`src/rtl/ifq_pkg.sv`:
```
`default_nettype none
// ============================================================================
//  Module      : ifq_pkg
//  Description : Shared definitions for the instruction fetch queue:
//                default depth and width, queue entry layout and the
//                architectural reset PC.
//  Revision    : 1.0 - initial release
// ============================================================================
package ifq_pkg;

    localparam int IFQ_DEPTH = 4;
    localparam int IFQ_XLEN  = 32;

    localparam logic [IFQ_XLEN-1:0] RESET_PC = 32'h8000_0000;

    // One queue slot: fetch address, returned instruction, and whether the
    // instruction has come back from memory yet.
    typedef struct packed {
        logic [IFQ_XLEN-1:0] pc;
        logic [IFQ_XLEN-1:0] instr;
        logic                filled;
    } ifq_entry_t;

endpackage : ifq_pkg
`default_nettype wire

```
`src/rtl/ifq_storage.sv`:
```
`default_nettype none
// ============================================================================
//  Module      : ifq_storage
//  Description : DEPTH-entry register array for the fetch queue.
//                Write port A (alloc): stores the PC, clears filled.
//                Write port B (fill) : stores the instruction, sets filled.
//                Read port (head)    : pc, instr, filled of the head slot.
//                clear_head / clear_all drop filled bits on dequeue / flush.
//  Ports       : clk, rst, alloc_*, fill_*, clear_head, clear_all,
//                head_idx, head_pc, head_instr, head_filled
//  Revision    : 1.0 - initial release
// ============================================================================
module ifq_storage #(
    parameter int DEPTH = 4,
    parameter int XLEN  = 32
) (
    input  logic                     clk,
    input  logic                     rst,
    input  logic                     alloc_en,
    input  logic [$clog2(DEPTH)-1:0] alloc_idx,
    input  logic [XLEN-1:0]          alloc_pc,
    input  logic                     fill_en,
    input  logic [$clog2(DEPTH)-1:0] fill_idx,
    input  logic [XLEN-1:0]          fill_instr,
    input  logic                     clear_head,
    input  logic                     clear_all,
    input  logic [$clog2(DEPTH)-1:0] head_idx,
    output logic [XLEN-1:0]          head_pc,
    output logic [XLEN-1:0]          head_instr,
    output logic                     head_filled
);

    logic [XLEN-1:0]  r_pc    [DEPTH];
    logic [XLEN-1:0]  r_instr [DEPTH];
    logic [DEPTH-1:0] r_filled;

    // Payload needs no reset: a slot is only visible once its filled bit is set.
    always_ff @(posedge clk) begin
        if (alloc_en) r_pc[alloc_idx]   <= alloc_pc;
        if (fill_en)  r_instr[fill_idx] <= fill_instr;
    end

    // Alloc, fill and head never target the same slot in one cycle, so the
    // order of these writes only matters for clear_all.
    always_ff @(posedge clk) begin
        if (rst || clear_all) begin
            r_filled <= '0;
        end else begin
            if (alloc_en)   r_filled[alloc_idx] <= 1'b0;
            if (clear_head) r_filled[head_idx]  <= 1'b0;
            if (fill_en)    r_filled[fill_idx]  <= 1'b1;
        end
    end

    assign head_pc     = r_pc[head_idx];
    assign head_instr  = r_instr[head_idx];
    assign head_filled = r_filled[head_idx];

endmodule : ifq_storage
`default_nettype wire

```
`src/rtl/ifetch_queue.sv`:
```
`default_nettype none
// ============================================================================
//  Module      : ifetch_queue
//  Description : In-order instruction fetch queue between the PC register,
//                instruction memory and decode. A slot is reserved when the
//                request issues; responses fill slots in order; decode
//                drains filled slots from the head. A flush discards all
//                slots and remembers how many in-flight responses to drop.
//  Ports       : clk, rst                      - clock, sync active-high reset
//                pc_in, pc_valid, fetch_stall  - PC register side
//                flush                         - redirect
//                imem_req_*, imem_resp_*       - instruction memory
//                id_valid/ready, id_instr/pc   - decode side
//                resp_err                      - sticky unexpected response
//  Revision    : 1.0 - initial release
// ============================================================================
module ifetch_queue
    import ifq_pkg::*;
#(
    parameter int DEPTH = IFQ_DEPTH,
    parameter int XLEN  = IFQ_XLEN
) (
    input  logic            clk,
    input  logic            rst,
    input  logic [XLEN-1:0] pc_in,
    input  logic            pc_valid,
    output logic            fetch_stall,
    input  logic            flush,
    output logic            imem_req_valid,
    input  logic            imem_req_ready,
    output logic [XLEN-1:0] imem_req_addr,
    input  logic            imem_resp_valid,
    input  logic [XLEN-1:0] imem_resp_data,
    output logic            id_valid,
    input  logic            id_ready,
    output logic [XLEN-1:0] id_instr,
    output logic [XLEN-1:0] id_pc,
    output logic            resp_err
);

    localparam int              c_PW      = $clog2(DEPTH);
    localparam int              c_CW      = c_PW + 1;
    localparam logic [c_CW-1:0] c_DEPTH   = c_CW'(DEPTH);
    localparam logic [c_CW-1:0] c_ONE     = c_CW'(1);
    localparam logic [c_CW:0]   c_ONE_X   = (c_CW + 1)'(1);
    localparam logic [c_PW-1:0] c_PTR_ONE = c_PW'(1);

    logic [c_PW-1:0] r_alloc_ptr, r_fill_ptr, r_head_ptr;
    logic [c_CW-1:0] r_count;      // occupied slots, issued or filled
    logic [c_CW-1:0] r_pend;       // issued slots still awaiting a response
    logic [c_CW-1:0] r_drop_cnt;   // responses owed to flushed requests
    logic            r_resp_err;

    logic            w_fire, w_deq, w_drop_idle, w_resp_ok, w_resp_bad;
    logic            w_head_filled;
    logic [c_CW:0]   w_drop_sum;
    logic [c_CW-1:0] w_drop_flush;

    // Occupancy is the registered count: a same-cycle dequeue frees nothing.
    assign imem_req_valid = pc_valid & (r_count < c_DEPTH) & ~flush & ~rst;
    assign imem_req_addr  = pc_in;
    assign w_fire         = imem_req_valid & imem_req_ready;
    assign fetch_stall    = ~rst & ((pc_valid & ~w_fire) | flush);

    assign w_drop_idle = (r_drop_cnt == '0);
    assign w_resp_ok   = imem_resp_valid & w_drop_idle & (r_pend != '0) & ~flush;
    assign w_resp_bad  = imem_resp_valid & w_drop_idle & (r_pend == '0);

    assign id_valid = ~rst & w_head_filled & (r_count != '0);
    assign w_deq    = id_valid & id_ready & ~flush;

    // Drop count after a flush: everything owed so far plus every slot still
    // waiting, less a response that lands in the flush cycle itself.
    always_comb begin
        w_drop_sum = {1'b0, r_drop_cnt} + {1'b0, r_pend};
        if (imem_resp_valid && (w_drop_sum != '0)) begin
            w_drop_sum = w_drop_sum - c_ONE_X;
        end
        if (w_drop_sum > {1'b0, c_DEPTH}) begin
            w_drop_flush = c_DEPTH;
        end else begin
            w_drop_flush = w_drop_sum[c_CW-1:0];
        end
    end

    always_ff @(posedge clk) begin
        if (rst) begin
            r_alloc_ptr <= '0;
            r_fill_ptr  <= '0;
            r_head_ptr  <= '0;
            r_count     <= '0;
            r_pend      <= '0;
            r_drop_cnt  <= '0;
            r_resp_err  <= 1'b0;
        end else begin
            if (w_resp_bad) r_resp_err <= 1'b1;

            if (flush) begin
                r_alloc_ptr <= '0;
                r_fill_ptr  <= '0;
                r_head_ptr  <= '0;
                r_count     <= '0;
                r_pend      <= '0;
                r_drop_cnt  <= w_drop_flush;
            end else begin
                if (w_fire)    r_alloc_ptr <= r_alloc_ptr + c_PTR_ONE;
                if (w_resp_ok) r_fill_ptr  <= r_fill_ptr + c_PTR_ONE;
                if (w_deq)     r_head_ptr  <= r_head_ptr + c_PTR_ONE;

                if (imem_resp_valid && !w_drop_idle) begin
                    r_drop_cnt <= r_drop_cnt - c_ONE;
                end

                case ({w_fire, w_deq})
                    2'b10:   r_count <= r_count + c_ONE;
                    2'b01:   r_count <= r_count - c_ONE;
                    default: r_count <= r_count;
                endcase

                case ({w_fire, w_resp_ok})
                    2'b10:   r_pend <= r_pend + c_ONE;
                    2'b01:   r_pend <= r_pend - c_ONE;
                    default: r_pend <= r_pend;
                endcase
            end
        end
    end

    assign resp_err = r_resp_err;

    ifq_storage #(
        .DEPTH (DEPTH),
        .XLEN  (XLEN)
    ) u_storage (
        .clk         (clk),
        .rst         (rst),
        .alloc_en    (w_fire),
        .alloc_idx   (r_alloc_ptr),
        .alloc_pc    (pc_in),
        .fill_en     (w_resp_ok),
        .fill_idx    (r_fill_ptr),
        .fill_instr  (imem_resp_data),
        .clear_head  (w_deq),
        .clear_all   (flush),
        .head_idx    (r_head_ptr),
        .head_pc     (id_pc),
        .head_instr  (id_instr),
        .head_filled (w_head_filled)
    );

endmodule : ifetch_queue
`default_nettype wire

```
`config.mk`:
```
export PLATFORM = sky130hd
export DESIGN_NAME = ifetch_queue
export DESIGN_NICKNAME = d
export VERILOG_FILES = /design/src/rtl/ifq_pkg.sv /design/src/rtl/ifq_storage.sv /design/src/rtl/ifetch_queue.sv
export SDC_FILE = /design/constraint.sdc
export NUM_CORES = 1
export LEC_CHECK = 0
export ABC_AREA = 1
export CAP_MARGIN = 20
export CORE_ASPECT_RATIO = 0.75
export CORE_UTILIZATION = 41
export DETAILED_ROUTE_END_ITERATION = 6
export PLACE_DENSITY_LB_ADDON = 0.3
export REMOVE_ABC_BUFFERS = 1
export SYNTH_ARGS = -nofsm -noshare
export SYNTH_HDL_FRONTEND = slang
export SYNTH_HIERARCHICAL = 1
export SYNTH_SLANG_ARGS = --single-unit
```
`constraint.sdc`:
```
create_clock -name clk -period 2.8 [get_ports clk]
set_clock_uncertainty 0.15 [all_clocks]
set_input_delay 0.42 -clock clk [delete_from_list [all_inputs] [get_ports clk]]
set_output_delay 0.42 -clock clk [all_outputs]
set_load 0.005 [all_outputs]
```
# ---- Word-level counts from Yosys, hierarchy flattened
# Memories as Yosys holds them, arrays and structs flattened. A register that Yosys moved wholly into a read port is not among the register bits.
# Index checks and enable logic that the tools add are counted.
dict set report word_totals {
  register_bits 20
  mem_bits_rw 256
  input_bits 71
  output_inout_bits 100
  word_cells 98
  memories 2
}
dict set report classes {
  add_sub_neg 10
  magnitude_cmp 8
  eq_ne 4
  mux 27
  bitwise 23
  reduce_logical 16
}
# memory depth word_bits rd rd_clocked_by_memory_dff wr line_no
set mem_list {}
lappend mem_list {u_storage.r_instr 4 32 1 1 1 ifq_storage.sv:34} ;# logic [XLEN-1:0] r_instr [DEPTH];
lappend mem_list {u_storage.r_pc 4 32 1 1 1 ifq_storage.sv:33} ;# logic [XLEN-1:0] r_pc [DEPTH];
# op count
set ops {}
lappend ops {{$mux 4} 6}
lappend ops {{$and 1x1->1} 14}
lappend ops {{$pmux 3 s2} 2}
lappend ops {{$lt 2x3->1 const B} 3}
lappend ops {{$mux 3} 3}
lappend ops {{$sub 3x1->3 const B} 3}
lappend ops {{$and 4x4->4} 2}
lappend ops {{$mux 1} 8}
lappend ops {{$mux 2} 4}
lappend ops {{$not 4->4} 2}
lappend ops {{$add 2x1->2 const B} 3}
lappend ops {{$add 3x1->3 const B} 2}
lappend ops {{$demux 1 s2} 3}
lappend ops {{$ge 2x1->1 const B} 3}
lappend ops {{$logic_not 3->1} 2}
lappend ops {{$reduce_bool 2->1} 3}
lappend ops {{$reduce_bool 3->1} 2}
lappend ops {{$logic_and 1x1->1} 5}
lappend ops {{$add 3x3->4} 1}
lappend ops {{$eq 2x1->1 const B} 2}
lappend ops {{$eq 2x2->1 const B} 2}
lappend ops {{$gt 4x3->1 const B} 1}
lappend ops {{$or 4x4->4} 1}
lappend ops {{$reduce_bool 4->1} 1}
lappend ops {{8 further kinds} 10}

# ---- Longest topological paths before layout
# Gate-level depths: netlist of the first run.
dict set report logic_depth {
  depth_word 13
  mapped_depth 16
}

# ---- Hierarchy
# Netlist of the first run, hierarchy kept.
# mod n_inst cells_each area_each_um2 seq_area_each_um2
set by_module_without_submodules {}
lappend by_module_without_submodules {ifq_storage 1 573 9401.5 7767.4}
lappend by_module_without_submodules {ifetch_queue 1 185 1332.5 320.3}

# ---- Worst setup path after synthesis of the first run
# No wires, ideal clock.
dict set report synth_timing {
  path_kind {reg-to-reg}
  start {register r_head_ptr[1]}
  end {register r_count[2]}
  arrival_time_ns 2.178
  required_time_ns 2.528
  path_slack_ns 0.350
  path_stages_with_launch 17
  path_buffers 1
  cell_sequence {dfxtp_1 inv_1 nor2_1 buf_4 a22oi_1 nand2_1 nand3_1 inv_2 nand3_1 inv_1 ha_1 inv_1 fa_1 a21oi_1 o21ai_0 o21ai_0 a21oi_1}
}
dict set report synth_via {
  elab_chain_cells 8
  word_cells_on_any_way 10
}
# element line_no
set synth_lines {}
lappend synth_lines {{start: declaration} ifetch_queue.sv:48} ;# logic [c_PW-1:0] r_alloc_ptr, r_fill_ptr, r_head_ptr;
lappend synth_lines {{start signal: assignment} ifetch_queue.sv:108} ;# if (w_deq) r_head_ptr <= r_head_ptr + c_PTR_ONE;
lappend synth_lines {{$bmux 1 s2 *} ifq_storage.sv:57} ;# assign head_filled = r_filled[head_idx];
lappend synth_lines {{$mux 1 (implied by the code) *} ifq_storage.sv:57}
lappend synth_lines {{via w_head_filled} ifetch_queue.sv:55} ;# logic w_head_filled;
lappend synth_lines {{$and 1x1->1 * (2 in series)} ifetch_queue.sv:69} ;# assign id_valid = ~rst & w_head_filled & (r_count != '0);
lappend synth_lines {{via id_valid} ifetch_queue.sv:34} ;# output logic id_valid,
lappend synth_lines {{$and 1x1->1 * (2 in series)} ifetch_queue.sv:70} ;# assign w_deq = id_valid & id_ready & ~flush;
lappend synth_lines {{via w_deq} ifetch_queue.sv:54} ;# logic w_fire, w_deq, w_drop_idle, w_resp_ok, w_resp_bad;
lappend synth_lines {{$eq 2x1->1 or $eq 2x2->1 (tied branches)} ifetch_queue.sv:114} ;# case ({w_fire, w_deq})
lappend synth_lines {{$pmux 3 s2 or $reduce_bool 2->1 (tied branches)} --}
lappend synth_lines {{end signal: assignment} ifetch_queue.sv:115} ;# 2'b10: r_count <= r_count + c_ONE;
lappend synth_lines {{end signal: assignment} ifetch_queue.sv:116} ;# 2'b01: r_count <= r_count - c_ONE;
lappend synth_lines {{end signal: assignment} ifetch_queue.sv:117} ;# default: r_count <= r_count;
lappend synth_lines {{end: declaration} ifetch_queue.sv:49} ;# logic [c_CW-1:0] r_count;
# Mark *: on every way through the listed nets, which the timed path passes. The rest lies on a longest branch. The select of a mux whose other input is x is not followed.
# A chain may end at the register's enable or synchronous reset.

==> run summary, run 1 <==
Yosys top cell area share - 0.7162
crit-path leading delay family - buffers and inverters
clk buf depth - 3
Layout area overhead - 33.50%
maximum clock rate - 362.7 MHz
antenna cells - 0
# port buffers - 170
full die area - 0.02684 mm^2
critical path, cell by cell - buf_4 -> nor2_4 -> buf_12 -> clkbuf_16 -> a22oi_1 -> nand2_1 -> clkdlybuf4s50_1
CTS Hold Bufs - 0
Initial Util - 0.4237
hold path depth - 2
largest net degree at the start of global routing - 33
WP data arrival - 2190 ps
Die Span X - 188.8 um
mapped cell area - 0.01073 mm^2
RSZ-0062 raised after global routing - true
#FFs+latches synth - 276
Clock Latency Late Sink - 530 ps
vias per cell - 5.053
Worst EP required - 2230 ps
Worst Path Max Fanout - 7
HPWL after detailed placement - 12360 um
Sink Count - 276
number of global-route vias before repair - 6305
Post-synth EDFFs - 256
Nets - 1037
Slew Viols, Final - 0
status - finished, final reports clean
final cell count without fillers - 1312
Post-Synthesis Cells - 758
# DRC - 0
PD cells - 596.0 mW/mm^2
Routed wire per std cell - 19.26 um
Ys Warns - 6
Root Buffer - clkbuf_16
maximum vdd drop - 0.0004265 V
die height - 142.1 um
Slew headroom - 0.6415
# setup viols final - 0
gr usage total - 0.1703
most frequent cell after synthesis - edfxtp_1
Crit path largest cell delay - 520 ps
post-synthesis sequential area ratio - 0.7535
core footprint - 0.02534 mm^2
drt first pass iters - 5
Slowest cell on crit path - clkdlybuf4s50_1
minimum clock period - 2757 ps
crit share post-route - 0.9847
TritonCTS clock tree - built
worst hold margin - 330.3 ps
H-tree depth - 1
crit path capture type - output pin
total CTS buffers - 27
Worst Path Buf+Inv - 4
syn avg cell area - 14.16 um^2
placed cells - 1224
Initial DRC Count - 458
num ports - 171
layout cells sized above 1 - 0.1253
ANT nets after route - 0
CP Launch Type - register
top_reg_cell synth - edfxtp_1
Synth cell types - 33
Commonest cells post-synth - edfxtp_1 (256), nand2_1 (163), a22oi_1 (80)
Worst-path clk slew - 60 ps
first-pass GRT wire length - 35130 um
Least-Margin Pin Slew - 533.6 ps
Routability Congestion - 0.8010
gr ovfl total - 0
WS Path Type - reg2out
final hold vios - 0
via count - 6630
Static Leak - 5.258 nW
area leader, netlist - edfxtp_1
initial antenna violation count - 0
worst hold-check path type - reg2reg
final wirelength - 25260 um
main area contributors after synthesis - edfxtp_1 (72%), nand2_1 (5.7%), a22oi_1 (5.6%)
asr flop ratio synth - 0
floorplan row count - 50
Max Cap Viol - 0
CP Depth - 7
r2r worst-path depth - 16
-- area by class of cell --
type	instances	area, um^2
Tap cell	338	422.9
Clock inverter	14	182.7
Sequential cell	276	8095
Timing Repair Buffer	230	2670
Inverter	47	178.9
Fill cell	2044	11010
Multi-Input combinational cell	373	2078
Clock buffer	34	701.9
-- final timing paths --
path,start,endpoint,slack [ps]
max,r_head_ptr[0],id_instr[19],40
max reg2reg,r_head_ptr[1],r_count[2],200
min,resp_err,resp_err,330
min reg2reg,resp_err,resp_err,330
-- metal layers --
layer  vias to the layer above  part of all wire  global-route usage
met5                         -                 0                   0
met4                         0            0.0096             0.02929
met3                        16             0.061             0.03082
met2                       203              0.46              0.2761
met1                      3258              0.47              0.2433
li1                       3153                 -                   -
-- power breakdown --
part | internal [W] | leakage, nW | switching (W)
registers | 0.00452 | 2.47 | 0.0000130
clock network | 0.00215 | 0.431 | 0.00144
logic | 0.000216 | 2.36 | 0.000198
total | 0.00689 | 5.26 | 0.00166
-- timing repair --
item                                    in CTS  in global routing
pin swaps                                    0                  2
endpoints found under the setup margin      64                 55
resized for setup                           23                 40
cloned                                       6                 11
setup buffers                                4                 19
-- flip-flops by register name, indices dropped and copies added, names as in the netlist --
name,count
r_drop_cnt,3
resp_err,1
r_alloc_ptr,2
r_head_ptr,2
u_storage/r_filled,4
u_storage/r_instr,128
r_count,3
u_storage/r_pc,128
r_fill_ptr,2
r_pend,3
-- stage by stage --
step | total power (W) | TNS (ps) | setup slack [ps] | utilization | cell area (um^2)
5_1_grt | 0.008836 | -373.3 | -45.85 | 0.5656 | 14330
2_1_floorplan | 0.004775 | -45610 | -1610 | - | 10310
6_report | 0.008541 | 0 | 42.76 | 0.5656 | 14330
3_3_place_gp | 0.005033 | 0 | 112.4 | 0.5035 | 12760
3_5_place_dp | 0.005039 | 0 | 60.25 | 0.5035 | 12760
4_1_cts | 0.008628 | -26.10 | -10.01 | 0.5472 | 13860
-- kinds of logic after synthesis --
group           after synthesis  synth area share
xor+xnor                      2          0.001632
compound gates              120           0.07542
simple gates                240           0.09861
fa+ha+maj                    11           0.01492
flops                       276            0.7535
buf+inv                     109           0.05595
-- layout by cell type, fill, tap and decap left out, types with 7 or more instances in the layout --
cell / synthesis / routed
edfxtp_1: 256 / 256
nand2_1: 163 / 163
clkdlybuf4s50_1: 0 / 131
a22oi_1: 80 / 78
inv_1: 40 / 39
clkbuf_16: 0 / 34
dlymetal6s2s_1: 0 / 28
nand4_1: 26 / 26
buf_4: 44 / 26
nand3_1: 23 / 23
a21oi_1: 21 / 21
dfxtp_1: 20 / 18
buf_12: 0 / 15
nor2_1: 14 / 11
o21ai_0: 13 / 11
dlygate4sd2_1: 0 / 11
ha_1: 8 / 8
clkbuf_1: 2 / 7
-- worst min-delay path, delay by kind of cell, from the launching register on --
kind / cells / cell delay (ps)
and+or+nand+nor: 1 / 70
DFF: 1 / 330
AOI/OAI and AO/OA: 1 / 40
No activity file was read; power rests on OpenSTA's default activity.
==> inputs of run 2 (changes only) <==
- CELL_PAD_IN_SITES_DETAIL_PLACEMENT: not set -> 1
- CELL_PAD_IN_SITES_GLOBAL_PLACEMENT: not set -> 2
- CORE_UTILIZATION: 41 -> 37
==> run 2 against run 1 <==
The flow now finishes with violations (setup timing). First-iteration DRC count fell by 31%. Critical path depth shrank 1. Via count rose by 1.7%. Utilization is 5.8 points lower. Highest routed layer unchanged. Global-route usage up 1.8 points. Clock-buffer cell count shrank 1. Routed wire length up 13%. Non-clock buffer count is the same. Total power grew 0.83%. Flip-flop and latch count did not move. Design area grew 0.14%. Clock power is 2% higher.
==> run summary, run 2 (synthesis results as in run 1) <==
WP data arrival - 2250 ps
die height - 149.5 um
largest net degree at the start of global routing - 53
biggest registers after layout - u_storage/r_instr x128, u_storage/r_pc x128, u_storage/r_filled x4
total CTS buffers - 28
Routability Congestion - 0.7391
Post-DP Area - 0.01287 mm^2
maximum clock rate - 354.2 MHz
ANT nets after route - 0
Final Power - 0.008612 W
gr usage total - 0.1886
critical path, cell by cell - buf_4 -> nor2_4 -> bufbuf_16 -> a22oi_1 -> nand2_1 -> clkdlybuf4s50_1
crit share post-route - 1.008
initial antenna violation count - 0
top routing layer in use - met4
# setup viols final - 7
Worst EP required - 2230 ps
Die Span X - 198.7 um
num ports - 171
H-tree depth - 1
via count - 6745
minimum clock period - 2823 ps
Root Buffer - clkbuf_16
final wirelength - 28540 um
antenna cells - 0
maximum vdd drop - 0.0003708 V
Max Cap Viol - 0
WL met1 - 13370 um
status - finished, violations left
core footprint - 0.02825 mm^2
met3 wire length - 1053 um
worst hold-check path type - reg2reg
full die area - 0.02970 mm^2
Initial DRC Count - 314
Sink Count - 276
Least-Margin Pin Slew - 566.9 ps
vias per cell - 4.952
setup slack after layout - -23.46 ps
failing checks - setup timing
first-pass GRT wire length - 41260 um
Slowest cell on crit path - clkdlybuf4s50_1
Clock Latency Late Sink - 540 ps
drt first pass iters - 4
HPWL after detailed placement - 14760 um
final hold vios - 0
RSZ-0062 raised after global routing - true
PD cells - 600.1 mW/mm^2
number of global-route vias before repair - 6934
fin area - 0.01435 mm^2
Slew headroom - 0.6192
Setup TNS - -109.2 ps
crit path capture type - output pin
Nets - 1038
clk buf depth - 3
Worst Path Buf+Inv - 3
Static Leak - 5.200 nW
WS Path Type - reg2out
worst hold margin - 325.7 ps
floorplan row count - 53
most frequent cells in the layout - edfxtp_1 (256), nand2_1 (163), clkdlybuf4s50_1 (112)
commonest non-fill, non-tap cell in the layout - edfxtp_1
# port buffers - 170
TritonCTS clock tree - built
Initial Util - 0.3800
gr ovfl total - 0
Worst-path clk slew - 60 ps
Layout area overhead - 33.69%
Routed wire per std cell - 20.95 um
layout cells sized above 1 - 0.1269
worst slack, placed - 35.00 ps
CP Launch Type - register
Worst Path Max Fanout - 16
# DRC - 0
met2 WL - 13710 um
Crit path largest cell delay - 510 ps
crit-path leading delay family - buffers and inverters
Slew Viols, Final - 0
-- run 2: changes by cell type in the layout (fill, tap and decap cells not counted), sizes merged, moves of 3 or more --
cell / delta
clkinvlp: +4
clkbuf: -5
dlygate4sd2: +30
clkinv: +3
dlymetal6s2s: -12
buf: +3
clkdlybuf4s50: -19
-- run 2: tightest hold or removal path: cells and delay by family, from the launching register on --
family	cells	cell delay (ps)
AOI/OAI and AO/OA	1	40
DFF	1	330
and+or+nand+nor	1	70
-- run 2: final timing paths --
kind                 startpoint      endpoint  slack, ps  depth (start not counted)
setup / recovery  r_head_ptr[0]  id_instr[29]        -20                          6
hold / removal         resp_err      resp_err        330                          2
setup reg to reg  r_head_ptr[1]    r_count[2]        200                         16
hold reg to reg        resp_err      resp_err        330                          2
-- run 2: area by class of cell --
cell class	count	area, um^2
Clock buffer	33	740.7
Timing Repair Buffer	230	2625
Clock inverter	18	165.2
Multi-Input combinational cell	373	2068
Fill cell	2803	13900
Sequential cell	276	8093
Tap cell	385	481.7
Inverter	47	176.4
-- run 2: what timing repair did --
| item | 4_1_cts | 5_1_grt |
|---|---|---|
| gates cloned | 11 | 2 |
| buffers inserted | 14 | 9 |
| resized for setup | 54 | 24 |
| endpoints found under the setup margin | 64 | 28 |
| pin swaps | 3 | 2 |
| hold buffers | 0 | 0 |
-- run 2: where the power goes --
group | total (W) | switching (W) | internal, W
combinational | 0.000420 | 0.000205 | 0.000216
sequential | 0.00453 | 0.0000136 | 0.00452
clock | 0.00366 | 0.00150 | 0.00215
total | 0.00861 | 0.00172 | 0.00689
-- run 2: stage by stage --
| step | cells | util |
|---|---|---|
| after global placement | 1275 | 0.4556 |
| after CTS | 1351 | 0.5023 |
| final | 1362 | 0.5080 |
| after global routing | 1362 | 0.5080 |
| after detailed placement | 1275 | 0.4556 |
| after floorplan | 696 | - |
-- run 2: per-layer routing --
layer  vias up  GRT usage
li1       3162          -
met1      3407     0.2641
met2       146     0.3173
met3        30    0.02389
met4         0    0.03538
met5         -          0
==> inputs of run 3 (changes only) <==
- CTS_CLUSTER_DIAMETER: not set -> 200
- HOLD_SLACK_MARGIN: not set -> 0.08
==> results of run 3 <==
The final DEF is identical to that of run 2; final timing and power are the same.
